--- src/rtl/weight_stream_pkg.sv ---
// Shared types and default sizes for the weight stream server.
// Holds the four-state pass enum and the default weight width and memory
// depth used by the top module and the weight register file.
package weight_stream_pkg;

    localparam int DEF_DATA_WIDTH_FRAC = 8;
    localparam int DEF_NUM_INPUT       = 31;

    // Pass phases: IDLE before the first pass, STREAM while weights are
    // handed out, FINISH while finished is being raised, DONE after a pass.
    typedef enum logic [1:0] {
        IDLE   = 2'd0,
        STREAM = 2'd1,
        FINISH = 2'd2,
        DONE   = 2'd3
    } stream_state_e;

endpackage

--- src/rtl/weight_stream_server_regfile.sv ---
// Weight storage for the weight stream server.
// Ports:
//   clk       rising-edge clock for the write port
//   wrEn_i    write strobe (already qualified by the caller)
//   wrAddr_i  write address
//   wrData_i  weight to store
//   rdAddr_i  asynchronous read address
//   rdData_o  weight at rdAddr_i, zero when the address is past the end
// Contents are never reset; a stream pass reads whatever was last loaded.
module weight_regfile #(
    parameter int DW    = 8,
    parameter int DEPTH = 31,
    parameter int AW    = $clog2(DEPTH)
) (
    input  logic          clk,
    input  logic          wrEn_i,
    input  logic [AW-1:0] wrAddr_i,
    input  logic [DW-1:0] wrData_i,
    input  logic [AW-1:0] rdAddr_i,
    output logic [DW-1:0] rdData_o
);

    localparam logic [AW:0] DEPTH_W = (AW + 1)'(DEPTH);

    logic [DW-1:0] mem [0:DEPTH-1];

    // Synchronous write port; out-of-range writes are filtered by the caller.
    always_ff @(posedge clk) begin
        if (wrEn_i) begin
            mem[wrAddr_i] <= wrData_i;
        end
    end

    // The pointer can sit one past the last entry after a full-depth pass,
    // so guard the read to keep the output defined.
    assign rdData_o = ({1'b0, rdAddr_i} < DEPTH_W) ? mem[rdAddr_i] : '0;

endmodule

--- src/rtl/weight_stream_server.sv ---
// Memory-side responder for the PIF neuron weight-fetch handshake.
// Streams up to NUM_INPUT stored weights, one per cycle in which the neuron
// raises readyMem, then raises finished to close the integration window.
// Ports:
//   clk         rising-edge clock
//   reset       asynchronous active-low reset
//   wrEn        weight write strobe (accepted only when not busy)
//   wrAddr      weight write address
//   wrData      signed weight to store
//   start       begin a stream pass (ignored while busy)
//   numWeights  weights requested for this pass, clipped to NUM_INPUT
//   readyMem    neuron request for the next weight
//   weightData  registered weight to the neuron, zero when none issued
//   finished    registered end-of-pass flag
//   busy        high while a pass is streaming or finishing
//   wrErr       one-cycle pulse when a write is dropped
module weight_stream_server
    import weight_stream_pkg::*;
#(
    parameter int DATA_WIDTH_FRAC = DEF_DATA_WIDTH_FRAC,
    parameter int NUM_INPUT       = DEF_NUM_INPUT,
    parameter int size_code       = $clog2(NUM_INPUT)
) (
    input  logic                       clk,
    input  logic                       reset,
    input  logic                       wrEn,
    input  logic [size_code-1:0]       wrAddr,
    input  logic [DATA_WIDTH_FRAC-1:0] wrData,
    input  logic                       start,
    input  logic [size_code:0]         numWeights,
    input  logic                       readyMem,
    output logic [DATA_WIDTH_FRAC-1:0] weightData,
    output logic                       finished,
    output logic                       busy,
    output logic                       wrErr
);

    localparam logic [size_code:0]   NUM_INPUT_W = (size_code + 1)'(NUM_INPUT);
    localparam logic [size_code:0]   CNT_ONE     = 1;
    localparam logic [size_code-1:0] PTR_ONE     = 1;

    stream_state_e              state_q;
    logic [size_code-1:0]       ptr_q;
    logic [size_code:0]         cnt_q;
    logic [DATA_WIDTH_FRAC-1:0] weightData_q;
    logic                       finished_q;
    logic                       busy_q;
    logic                       wrErr_q;

    logic                       canWrite_d;
    logic                       wrInRange_d;
    logic                       wrCommit_d;
    logic                       wrReject_d;
    logic [size_code:0]         startCnt_d;
    logic                       lastIssue_d;
    logic [DATA_WIDTH_FRAC-1:0] rdData_d;

    // Writes land only between passes so the stream never sees a weight
    // change underneath it.
    assign canWrite_d  = (state_q == IDLE) || (state_q == DONE);
    assign wrInRange_d = ({1'b0, wrAddr} < NUM_INPUT_W);
    assign wrCommit_d  = wrEn && canWrite_d && wrInRange_d;
    assign wrReject_d  = wrEn && !(canWrite_d && wrInRange_d);

    assign startCnt_d  = (numWeights > NUM_INPUT_W) ? NUM_INPUT_W : numWeights;
    assign lastIssue_d = ({1'b0, ptr_q} == (cnt_q - CNT_ONE));

    weight_regfile #(
        .DW    (DATA_WIDTH_FRAC),
        .DEPTH (NUM_INPUT),
        .AW    (size_code)
    ) u_regfile (
        .clk      (clk),
        .wrEn_i   (wrCommit_d),
        .wrAddr_i (wrAddr),
        .wrData_i (wrData),
        .rdAddr_i (ptr_q),
        .rdData_o (rdData_d)
    );

    // Pass sequencing, pointer/count tracking and all registered outputs.
    // finished is raised from FINISH, one edge after the last weight, so the
    // last weight and finished never share a cycle.
    always_ff @(posedge clk or negedge reset) begin
        if (!reset) begin
            state_q      <= IDLE;
            ptr_q        <= '0;
            cnt_q        <= '0;
            weightData_q <= '0;
            finished_q   <= 1'b0;
            busy_q       <= 1'b0;
            wrErr_q      <= 1'b0;
        end else begin
            wrErr_q <= wrReject_d;
            case (state_q)
                IDLE, DONE: begin
                    if (start) begin
                        ptr_q      <= '0;
                        cnt_q      <= startCnt_d;
                        finished_q <= 1'b0;
                        busy_q     <= 1'b1;
                        state_q    <= (startCnt_d == '0) ? FINISH : STREAM;
                    end
                end
                STREAM: begin
                    if (readyMem) begin
                        weightData_q <= rdData_d;
                        ptr_q        <= ptr_q + PTR_ONE;
                        if (lastIssue_d) begin
                            state_q <= FINISH;
                        end
                    end else begin
                        weightData_q <= '0;
                    end
                end
                FINISH: begin
                    weightData_q <= '0;
                    finished_q   <= 1'b1;
                    if (!start) begin
                        state_q <= DONE;
                        busy_q  <= 1'b0;
                    end
                end
                default: begin
                    state_q <= IDLE;
                end
            endcase
        end
    end

    assign weightData = weightData_q;
    assign finished   = finished_q;
    assign busy       = busy_q;
    assign wrErr      = wrErr_q;

endmodule

--- config.mk ---
export PLATFORM = sky130hd
export DESIGN_NAME = weight_stream_server
export DESIGN_NICKNAME = d
export VERILOG_FILES = /design/src/rtl/weight_stream_pkg.sv /design/src/rtl/weight_stream_server_regfile.sv /design/src/rtl/weight_stream_server.sv
export SDC_FILE = /design/constraint.sdc
export NUM_CORES = 1
export LEC_CHECK = 0
export CAP_MARGIN = 10
export CORE_MARGIN = 2
export CORE_UTILIZATION = 40
export CTS_CLUSTER_DIAMETER = 80
export DETAILED_ROUTE_END_ITERATION = 8
export GPL_TIMING_DRIVEN = 0
export PLACE_DENSITY = 0.56
export SYNTH_ARGS = -nofsm -noshare
export SYNTH_HDL_FRONTEND = slang
export SYNTH_HIERARCHICAL = 1
export SYNTH_SLANG_ARGS = --single-unit
--- constraint.sdc ---
create_clock -name clk -period 3.4 [get_ports clk]
set_input_delay 0.51 -clock clk [delete_from_list [all_inputs] [get_ports clk]]
set_output_delay 0.51 -clock clk [all_outputs]
set_load 0.02 [all_outputs]
Yosys cells after proc, flatten, opt, wreduce, memory -nomap -nowiden
Memory sizes are Yosys's and may differ from the RTL's.
Cells that the tools add are included.
{"block": "classes", "n_addsub": 2, "multipliers": 0, "div": 0, "n_lt_le_gt_ge": 3, "eq_ne": 8, "n_shift": 0, "n_mux": 20, "n_bitwise": 0, "reduce_logical": 17}
{"cell": "8-bit 2-to-1 mux", "count": 2}
{"cell": "8-bit case mux with 2 select lines", "count": 1}
{"cell": "5-bit < comparator (second input constant)", "count": 2}
{"cell": "2-bit 2-to-1 mux", "count": 5}
{"cell": "5-bit 2-to-1 mux", "count": 2}
{"cell": "5-bit case mux with 2 select lines", "count": 1}
{"cell": "2-bit != test (second input constant)", "count": 4}
{"cell": "5-bit by 6-bit == test with 1-bit output", "count": 1}
{"cell": "6-bit by 5-bit greater-than comparator with 1-bit output (second input constant)", "count": 1}
{"cell": "6-bit logical NOT", "count": 1}
{"cell": "6-bit 2-to-1 mux", "count": 1}
{"cell": "2-bit case mux with 3 select lines", "count": 1}
{"cell": "3-bit AND reduction", "count": 2}
{"cell": "2-bit nonzero test", "count": 3}
{"cell": "6-bit by 1-bit subtractor with 6-bit output (second input constant)", "count": 1}
{"cell": "5-bit by 1-bit adder with 5-bit output (second input constant)", "count": 1}
{"cell": "1-bit 2-to-1 mux", "count": 5}
{"cell": "2-bit == test (second input constant)", "count": 2}
{"cell": "1-bit logical AND", "count": 4}
{"cell": "1-bit case mux with 2 select lines", "count": 2}
{"cell": "2-bit AND reduction", "count": 2}
{"cell": "4-bit AND reduction", "count": 1}
{"cell": "2-bit by 1-bit == test with 1-bit output (second input constant)", "count": 1}
{"cell": "2-bit logical NOT", "count": 1}
{"cell": "other kinds (3)", "count": 3}
{"block": "word_totals", "reg_bits": 24, "latch_bits": 0, "ramBits": 248, "romBits": 0, "inputBits": 24, "elab_cells": 58, "mem_count": 1}
{"name": "u_regfile.mem", "words": 31, "word_bits": 8, "read_ports": 1, "rd_clocked_by_memory_dff": 0, "wr": 1, "line": "weight_stream_server_regfile.sv:25", "rtl": "logic [DW-1:0] mem [0:DEPTH-1];"}

Depth between registers and ports, before layout
Gate-level depths: netlist of the first run.
{"block": "depth", "ltp_word": 6, "depth_mapped": 10, "depth_no_buf": 7}

Hierarchy
Netlist of the first run, hierarchy kept.
{"mod": "weight_regfile", "instances": 1, "cells_per_inst": 475, "area_each_um2": 9731.8}
{"mod": "weight_stream_server", "instances": 1, "cells_per_inst": 140, "area_each_um2": 1306.3}

Least setup slack after synthesis of the first run
OpenSTA, ideal clock, no wires.
{"block": "synth_timing", "path_type": "register -> register", "startpoint": "reg state_q[1]", "endpoint": "mem u_regfile.mem[0][0], enable pin", "setup_ns": 0.370, "arrival_ns": 2.039, "slack_ns": 0.991, "stages_incl_launch_ff": 8, "n_path_buf": 2, "period_less_slack_ns": 2.409, "cell_sequence": "dfrtp_1 > ha_1 > buf_6 > o21ai_0 > nor2_1 > or3b_2 > clkbuf_1 > nor2_1"}
{"block": "synth_between", "elab_chain_len": 6, "elab_cells_between_ends": 7, "cone_classes": "eq/ne (1); mux (2); reduce/logical (4)"}
{"item": "start: declaration", "line": "weight_stream_server.sv:42", "rtl": "stream_state_e state_q;"}
{"item": "start signal: assignment", "line": "weight_stream_server.sv:102", "rtl": "state_q <= (startCnt_d == '0) ? FINISH : STREAM;"}
{"item": "2-bit == test or 2-bit logical NOT (tied branches)", "line": "weight_stream_server.sv:60", "rtl": "assign canWrite_d = (state_q == IDLE) || (state_q == DONE);"}
{"item": "1-bit logical OR (*)", "line": "weight_stream_server.sv:60"}
{"item": "1-bit logical AND (*) (2 in a row)", "line": "weight_stream_server.sv:62", "rtl": "assign wrCommit_d = wrEn && canWrite_d && wrInRange_d;"}
{"item": "via wrCommit_d", "line": "weight_stream_server.sv:52", "rtl": "logic wrCommit_d;"}
{"item": "1-bit 2-to-1 mux (*)", "line": "weight_stream_server_regfile.sv:29", "rtl": "if (wrEn_i) begin"}
{"item": "1-bit 2-to-1 mux (implied by the code) (*)", "line": "weight_stream_server_regfile.sv:30", "rtl": "mem[wrAddr_i] <= wrData_i;"}
{"item": "end: declaration", "line": "weight_stream_server_regfile.sv:25"}
Mark *: on every way through the listed nets, which the timed path passes. The rest lies on a longest branch.

Worst setup path in the final report of the first run
{"block": "layout_timing", "startpoint": "reg ptr_q[2]", "endpoint": "reg weightData_q[3], in the netlist weightData[3]"}
{"block": "layout_between", "elab_chain_len": 4, "elab_cells_between_ends": 5, "cone_classes": "order compare (1); mux (3); memory (1)"}
{"item": "start: declaration", "line": "weight_stream_server.sv:43", "rtl": "logic [size_code-1:0] ptr_q;"}
{"item": "start signal: assignment", "line": "weight_stream_server.sv:108", "rtl": "ptr_q <= ptr_q + PTR_ONE;"}
{"item": "memory read 31 x 8 bit or 5-bit < comparator (tied branches)"}
{"item": "8-bit 2-to-1 mux (*)", "line": "weight_stream_server_regfile.sv:36", "rtl": "assign rdData_o = ({1'b0, rdAddr_i} < DEPTH_W) ? mem[rdAddr_i] : '0;"}
{"item": "via rdData_d[3]", "line": "weight_stream_server.sv:56", "rtl": "logic [DATA_WIDTH_FRAC-1:0] rdData_d;"}
{"item": "8-bit 2-to-1 mux (*)", "line": "weight_stream_server.sv:106", "rtl": "if (readyMem) begin"}
{"item": "8-bit case mux with 2 select lines (*)", "line": "weight_stream_server.sv:95", "rtl": "case (state_q)"}
{"item": "end signal: assignment", "line": "weight_stream_server.sv:107", "rtl": "weightData_q <= rdData_d;"}
{"item": "end: declaration", "line": "weight_stream_server.sv:45", "rtl": "logic [DATA_WIDTH_FRAC-1:0] weightData_q;"}
Marked as above.
A chain may end at the register's enable or synchronous reset.

==> impl_metrics.toml, run 1 <==
[outcome]
status = "finished, final reports clean"

[finish]
final_cell_area_mm2 = 0.0128
drive_gt1_share_pct = 18.6
layout.nets = 712
final_common_cell = "edfxtp_1"
final_cells = 1046
antenna_cells = 0
area_growth_pct = 16.2
final_cell_mix = "edfxtp_1, nor2_1, mux4_2"

[floorplan]
core_area_mm2 = 0.0270
die-height_um = 170
die_area_mm2 = 0.0289
start_util_pct = 40.8
fp.dieW_um = 170
std_cell_rows = 60
ioPinCount = 35

[pwr]
max-vdd-ir-drop_v = 0.000423
p_seq_share_pct = 43.4
p_clk_share_pct = 33.8
p_leak_nw = 4.09
switching_power_mw = 2.55
comb_power_share_pct = 22.9
powerDensity_mw_per_mm2 = 706
internal_power_mw = 6.50
netSwitchingFraction_pct = 28.2

[route]
wl_per_cell_um = 23.8
initialDrtViolationCount = 518
wirelength_um = 24900
drtAntennaViolNets = 0
routed-via-count = 5934
drc = 0
routed_via_density = 5.67
drtPass1Iterations = 5

[cts]
clock_latency_ns = 0.54
cts_tree = "built"
clk_pin_slew_ns = 0.06
cts_buffers = 28
cts_setup_buffers = 0
cts_resized = 0
cts_buffer_depth = 3
cts_sinks = 272
h-tree-depth = 1
cts_hold_buffers = 0
cts_root_buf = "clkbuf_16"

[yosys]
postSynthCellCount = 615
syn_avg_cell_area_um2 = 17.9
syn_area_mm2 = 0.0110
synth_nets = 643
ys_seq_elements = 272
synth_cell_type_count = 50
yosysWarnings = 6
synth_seq_area_share_pct = 72.9
synth-main-ff-cell = "edfxtp_1"
synthArstFlopShare_pct = 8.82
synth_edf_count = 248

[timing]
max_freq_mhz = 320
slew_headroom_pct = 24.7
period_minus_slack_ns = 3.13
drv_slew = 0
hold_viol_final = 0
rsz0062_at_grt = "no"
tightest_slew_ns = 1.13
setup_violations = 0
fin_crit_sh_pct = 92.0
hold_slack_ns = 0.490
skew_ns = 0.00846

[critical_path]
timing.critical_path.buf_inv = 2
critPathRequiredTime_ns = 3.85
worstSetupPathDepth = 8
crit_arrival_ns = 3.58
endpoint_kind = "register"
critical_path.max_stage_delay_ns = 0.58
crit_fanout = 10
path_class = "reg2reg"
critPathTopFamily = "buffers and inverters"
crit_chain = "buf_1 > clkbuf_1 > nor2b_1 > a221oi_1 > o21ai_0 > o31a_1 > nand2_1 > o21ai_0"
worst_path_most_repeated_cell = "o21ai_0"
cpMaxStageDelayCell = "dfrtp_1"
r2r_cells = 8
start_kind = "register"

[placement]
port-buffer-count = 34
place_congestion = 0.830
place_area_mm2 = 0.0118
dp_cells = 990
hpwl_um = 16300

[grt]
grt_pass1_vias = 6009
grt_pass1_wl_um = 37500
grt_use_total_pct = 17.5
antenna_found_initial = 0
grt_overflow = 0
grt_max_degree = 32

[job]
cap_violations = 0

[worst_hold_path]
hold_path.class = "reg2reg"
hold_depth = 2
==> cell usage after synthesis (2+ instances only) <==
library cell	number	area, um2
a221oi_1	7	61.3
and2_1	3	18.8
nor2b_1	17	106
nand3_1	6	30.0
xnor2_1	4	35.0
nand3b_1	6	45.0
nor2_1	53	199
inv_1	6	22.5
nor3_1	2	10.0
xor2_1	3	26.3
a211oi_1	8	60.1
o21ai_0	27	135
buf_1	3	11.3
or3_1	2	12.5
ha_1	4	50.1
edfxtp_1	248	7450
nand2b_1	2	12.5
a2111oi_0	14	123
a22o_1	4	35.0
a21oi_1	2	10.0
or3b_2	3	26.3
nand2_1	28	105
buf_4	2	15.0
mux2i_1	25	250
buf_2	9	45.0
o31a_1	7	61.3
dfrtp_1	24	601
a31oi_1	2	12.5
mux2_2	9	101
mux4_2	49	1100
clkbuf_1	16	60.1
nand4_1	2	12.5
==> power groups by stage <==
stage,Sequential (mW),Combinational (mW),Clock (mW)
6_report,3.93,2.07,3.06
5_1_grt,3.94,2.25,3.26
3_3_place_gp,3.99,2.01,0
3_5_place_dp,4.00,2.06,0
2_1_floorplan,4.02,1.34,0
4_1_cts,3.93,2.07,3.12
==> cells by family after synthesis <==
logic type	share of synthesized area, %
AO/OA/AOI/OAI	5.30
XOR/XNOR	0.555
adder cells (fa/ha/maj)	0.453
buffers and inverters	1.53
flip-flops	72.9
multiplexers	13.3
AND/OR/NAND/NOR	5.93
==> worst reg2reg max path, stage by stage (launching register included) <==
cell,delay [ns]
dfrtp_1,0.58
buf_1,0.55
clkbuf_1,0.44
nor2b_1,0.52
a221oi_1,0.17
o21ai_0,0.26
o31a_1,0.29
nand2_1,0.06
o21ai_0,0.17
==> per-layer routing <==
metal	global-route usage [%]	vias to the layer above	part of all wire (%)
met3	3.35	42	5.7
met2	26.9	200	45
li1	-	2601	-
met1	25.6	3091	46
met5	0	-	0
met4	5.31	0	2.8
==> area by class of cell <==
| cell class | count | area [um2] |
|---|---|---|
| Tap cell | 341 | 427 |
| Sequential cell | 272 | 8050 |
| Multi-Input combinational cell | 305 | 2820 |
| Timing Repair Buffer | 39 | 435 |
| Inverter | 7 | 26.3 |
| Clock inverter | 18 | 206 |
| Fill cell | 2267 | 14200 |
| Clock buffer | 33 | 719 |
| Buffer | 31 | 143 |
==> state kept, by name, summed over array words and instances, names as in the netlist <==
register and flops:
cnt_q 6, busy 1, state_q 2, finished 1
ptr_q 5, wrErr 1, weightData 8, u_regfile/mem 248
==> path summary, 6_finish.rpt <==
| check | from | to | slack [ns] |
|---|---|---|---|
| min in group asynchronous | reset | cnt_q[2] | 0.56 |
| worst min register to register | weightData[4] | weightData[4] | 0.49 |
| worst min-delay path | weightData[4] | weightData[4] | 0.49 |
| worst max register to register | ptr_q[2] | weightData[3] | 0.27 |
| max in group asynchronous | reset | weightData[3] | 2.18 |
| worst max-delay path | ptr_q[2] | weightData[3] | 0.27 |
==> metrics by stage <==
step	power, mW	worst slack (ns)	util (%)	setup TNS [ns]
6_report	9.05	0.272	47.5	0
5_1_grt	9.45	0.0900	47.5	0
3_5_place_dp	6.06	-0.120	43.7	-3.56
2_1_floorplan	5.36	0.991	-	0
3_3_place_gp	5.99	-0.124	43.7	-3.08
4_1_cts	9.12	0.297	47.1	0
No activity file was read; power rests on OpenSTA's default activity.
==> run 2: changes to the inputs <==
CAP_MARGIN = 20   (was 10)
SLEW_MARGIN = 15   (was unset)
==> run 2 against run 1 <==
Net effect: cell count down 0.67%; die area unchanged; sequential share of layout area up 0.67 points; count of clock-buffer cells in the layout up 1; critical path depth unchanged; critical endpoint unchanged; highest routed layer unchanged.
==> impl_metrics.toml, run 2 (synthesis results as in run 1) <==
[outcome]
status = "finished, final reports clean"

[timing]
skew_ns = 0.00595
slew_headroom_pct = 34.4
tightest_slew_ns = 0.981
hold_viol_final = 0
max_freq_mhz = 322
rsz0062_at_grt = "no"
fin_crit_sh_pct = 91.5
drv_slew = 0
period_minus_slack_ns = 3.11
setup_violations = 0

[route]
wl_per_cell_um = 23.8
routed_via_density = 5.64
wirelength_um = 24700
drtAntennaViolNets = 0
initialDrtViolationCount = 504
routed-via-count = 5861
drc = 0
drtPass1Iterations = 5

[critical_path]
r2r_cells = 8
crit_fanout = 10
crit_arrival_ns = 3.55
r2r_start = "ptr_q[2]"
ff2ff_setup_slack_ns = 0.29
path_class = "reg2reg"
start_kind = "register"
r2r_end = "weightData[3]"
endpoint_kind = "register"
critPathRequiredTime_ns = 3.84

[finish]
drive_gt1_share_pct = 17.8
largest_register_ffs = 248
num-fill-cells = 2308
final_cell_mix = "edfxtp_1, nor2_1, mux4_2"
final_cell_area_mm2 = 0.0127
utilization_pct = 47.0
layout.nets = 710
top_register = "u_regfile/mem"
area_growth_pct = 15.0
antenna_cells = 0
final_common_cell = "edfxtp_1"

[pwr]
p_leak_nw = 4.02
p_clk_share_pct = 32.8
powerDensity_mw_per_mm2 = 701
p_seq_share_pct = 44.1
comb_power_share_pct = 23.1
netSwitchingFraction_pct = 27.7
switching_power_mw = 2.47
internal_power_mw = 6.43
max-vdd-ir-drop_v = 0.000338

[placement]
hpwl_um = 16700
place_congestion = 0.830
place_area_mm2 = 0.0118
port-buffer-count = 34

[cts]
cts_sinks = 272
cts_resized = 0
cts_setup_buffers = 0
cts_tree = "built"
h-tree-depth = 1
clock_latency_ns = 0.53
cts_root_buf = "clkbuf_16"
clk_pin_slew_ns = 0.06
cts_hold_buffers = 0
cts_buffers = 28
cts_buffer_depth = 3

[grt]
grt_max_degree = 32
antenna_found_initial = 0
grt_use_total_pct = 17.6
grt_pass1_wl_um = 37700
grt_overflow = 0
grt_pass1_vias = 5991

[floorplan]
die-height_um = 170
die_area_mm2 = 0.0289
fp.dieW_um = 170
ioPinCount = 35
std_cell_rows = 60
start_util_pct = 40.8
core_area_mm2 = 0.0270

[worst_hold_path]
hold_path.class = "in2async"

[job]
cap_violations = 0
## run 2: changes by cell type in the layout (fill, tap and decap cells not counted), moves of 2 or more
cell             delta
clkinv_2            -7
buf_2               +5
clkdlybuf4s50_1     -5
clkinv_1            +4
buf_16              -2
clkinv_4            -2
## run 2: stage by stage
step / worst slack (ns) / total power [mW] / cells / TNS, ns / hold WS, ns
floorplan: 0.991 / 5.36 / 615 / 0 / 0.214
global placement: -0.124 / 5.99 / 990 / -3.08 / 0.469
detailed placement: -0.123 / 6.07 / 992 / -3.91 / 0.483
CTS: 0.307 / 9.00 / 1038 / 0 / 0.497
global route: 0.0701 / 9.32 / 1039 / 0 / 0.530
finish: 0.290 / 8.90 / 1039 / 0 / 0.489
## run 2: area by class of cell
type	instances	area [um2]	share of cell area (%)
Sequential cell	272	8050	63.4
Multi-Input combinational cell	305	2820	22.2
Clock buffer	34	744	5.87
Tap cell	341	427	3.36
Timing Repair Buffer	37	350	2.76
Buffer	31	143	1.12
Clock inverter	12	130	1.03
Inverter	7	26.3	0.207
## run 2: power by group through the flow
stage	Combinational (mW)	Clock [mW]	Sequential, mW
2_1_floorplan	1.34	0	4.02
3_3_place_gp	2.01	0	3.99
3_5_place_dp	2.07	0	4.00
4_1_cts	2.08	2.99	3.93
5_1_grt	2.24	3.14	3.94
6_report	2.05	2.92	3.93
## run 2: worst max-delay path by stage
stage                           from             endpoint  slack, ns  cells after the start
after floorplan           state_q[1]  u_regfile/mem[0][0]       0.99                      7
final                       ptr_q[2]        weightData[3]       0.29                      8
after detailed placement   wrAddr[4]  u_regfile/mem[4][7]      -0.12                      7
after global routing        ptr_q[2]        weightData[7]       0.07                      8
after global placement     wrAddr[4]  u_regfile/mem[4][7]      -0.12                      7
after CTS                 state_q[0]  u_regfile/mem[4][4]       0.31                      8
## run 2: routing by layer
layer | part of all wire [%] | GRT usage (%)
met1 | 44 | 25.2
met2 | 47 | 27.6
met3 | 7.5 | 3.95
met4 | 2.2 | 4.27
met5 | 0 | 0
## run 2: worst max-delay path, cell delays in order (launching register included)
cell and delay (ns):
dfrtp_1 0.59, buf_1 0.52, clkbuf_1 0.44, nor2b_1 0.51, a221oi_1 0.17, o21ai_0 0.27
o31a_1 0.30, nand2_1 0.07, o21ai_0 0.16
==> run 3: changes to the inputs <==
CORE_MARGIN = unset   (was 2)
CTS_BUF_LIST = sky130_fd_sc_hd__clkbuf_8   (was unset)
==> run 3 against run 2 <==
Net effect: die area fell by 2.3%; critical path type unchanged; combinational power barely moved; largest cell class unchanged; design area fell by 0.36%.
==> impl_metrics.toml, run 3 (synthesis results as in run 1) <==
[route]
drc = 0
routed.top_layer = "met4"
drtPass1Iterations = 5
wl_met1_um = 11000
wl_met2_um = 11300
drtAntennaViolNets = 0
wirelength_um = 24400
wl_per_cell_um = 22.7
initialDrtViolationCount = 388
routed-via-count = 5962
wl_met3_um = 1560
routed_via_density = 5.55

[timing]
fin_setup_tns_ns = 0
period_minus_slack_ns = 3.10
max_freq_mhz = 323
slew_headroom_pct = 31.4
fin_ws_ns = 0.305
rsz0062_at_grt = "no"
skew_ns = 0.0130
hold_viol_final = 0
fin_crit_sh_pct = 91.0
setup_violations = 0
drv_slew = 0
hold_slack_ns = 0.497
tightest_slew_ns = 1.03

[floorplan]
std_cell_rows = 60
die_area_mm2 = 0.0283
fp.dieW_um = 168
core_area_mm2 = 0.0270
die-height_um = 168
start_util_pct = 40.8
ioPinCount = 35

[placement]
hpwl_um = 16300
port-buffer-count = 34
place_congestion = 0.855
preCtsSetupSlack_ns = -0.106
dp_cells = 993

[cts]
cts_setup_buffers = 0
cts_sinks = 272
h-tree-depth = 2
cts_root_buf = "clkbuf_8"
clock_latency_ns = 0.53
cts_buffers = 45
clk_pin_slew_ns = 0.06
cts_buffer_depth = 3
cts_tree = "built"

[job]
cap_violations = 0

[critical_path]
start_kind = "register"
endpoint_kind = "register"
endpoint = "weightData[0]"
r2r_end = "weightData[0]"
ff2ff_setup_slack_ns = 0.30
critPathRequiredTime_ns = 3.80
path_class = "reg2reg"
crit_arrival_ns = 3.49
r2r_start = "ptr_q[0]"
crit_start = "ptr_q[0]"
r2r_cells = 9
crit_fanout = 10

[grt]
antenna_found_initial = 0
grt_pass1_vias = 6211
grt_use_total_pct = 18.1
grt_max_degree = 32
grt_pass1_wl_um = 37900
grt_overflow = 0

[finish]
largest_register_ffs = 248
layout.nets = 728
area_growth_pct = 14.6
final_common_cell = "edfxtp_1"
drive_gt1_share_pct = 19.3
antenna_cells = 0
top_register = "u_regfile/mem"
final_cell_mix = "edfxtp_1, nor2_1, mux4_2"
final_cells = 1075

[outcome]
status = "finished, final reports clean"

[pwr]
max-vdd-ir-drop_v = 0.000321
p_leak_nw = 4.09
power_mw = 8.45
powerDensity_mw_per_mm2 = 668

[worst_hold_path]
hold_path.class = "in2async"
run 3: changes by cell type in the layout (fill, tap and decap cells not counted), sizes merged:
| cell | change |
|---|---|
| clkinv | +7 |
| inv | +18 |
| clkdlybuf4s50 | +1 |
| bufinv | -3 |
| clkbuf | +13 |
run 3: layout make-up:
class	instances	area [um2]
sequential	272	8050
timing repair buffer	38	395
clock inverter	34	138
fill	2340	14400
buffer	31	143
tap	341	427
multi-input combinational	305	2820
clock buffer	47	647
inverter	7	26.3
run 3: report_power, final:
part	internal (mW)	leakage (nW)	total [mW]	switching (mW)
clock network	1.27	0.469	2.49	1.21
logic	0.877	1.08	2.03	1.16
registers	3.80	2.54	3.93	0.128
total	5.95	4.09	8.45	2.50
run 3: critical path, stage by stage, from the launching register on:
cell      delay (ns)
dfrtp_1         0.47
buf_4           0.25
buf_4           0.22
buf_2           0.38
mux4_2          0.58
a221oi_1        0.34
o21ai_0         0.32
o31a_1          0.23
nand2_1         0.08
o21ai_0         0.07
run 3: how the worst min path moves through the flow:
| stage | end | slack, ns | cells after the start |
|---|---|---|---|
| 4_1_cts | weightData[2] | 0.50 | 2 |
| 3_5_place_dp | weightData[2] | 0.48 | 2 |
| 5_1_grt | cnt_q[2] | 0.53 | 2 |
| 6_report | cnt_q[5] | 0.50 | 2 |
| 2_1_floorplan | busy | 0.21 | 0 |
| 3_3_place_gp | weightData[5] | 0.48 | 2 |
run 3: repair_timing:
action,in CTS,in global routing
hold endpoints to repair,0,24
hold buffers,0,1
resized for setup,0,0
run 3: metal layers:
metal	vias to the layer above	global-route usage [%]
met5	-	0
met4	0	5.89
met3	36	4.07
met2	178	28.2
met1	3103	25.4
li1	2645	-
run 3: per-stage QoR:
step                      instance area, um2  utilization (%)
after CTS                              12700             46.8
final                                  12600             46.8
after floorplan                        11000                -
after detailed placement               11900             43.9
after global placement                 11800             43.7
after global routing                   12600             46.8
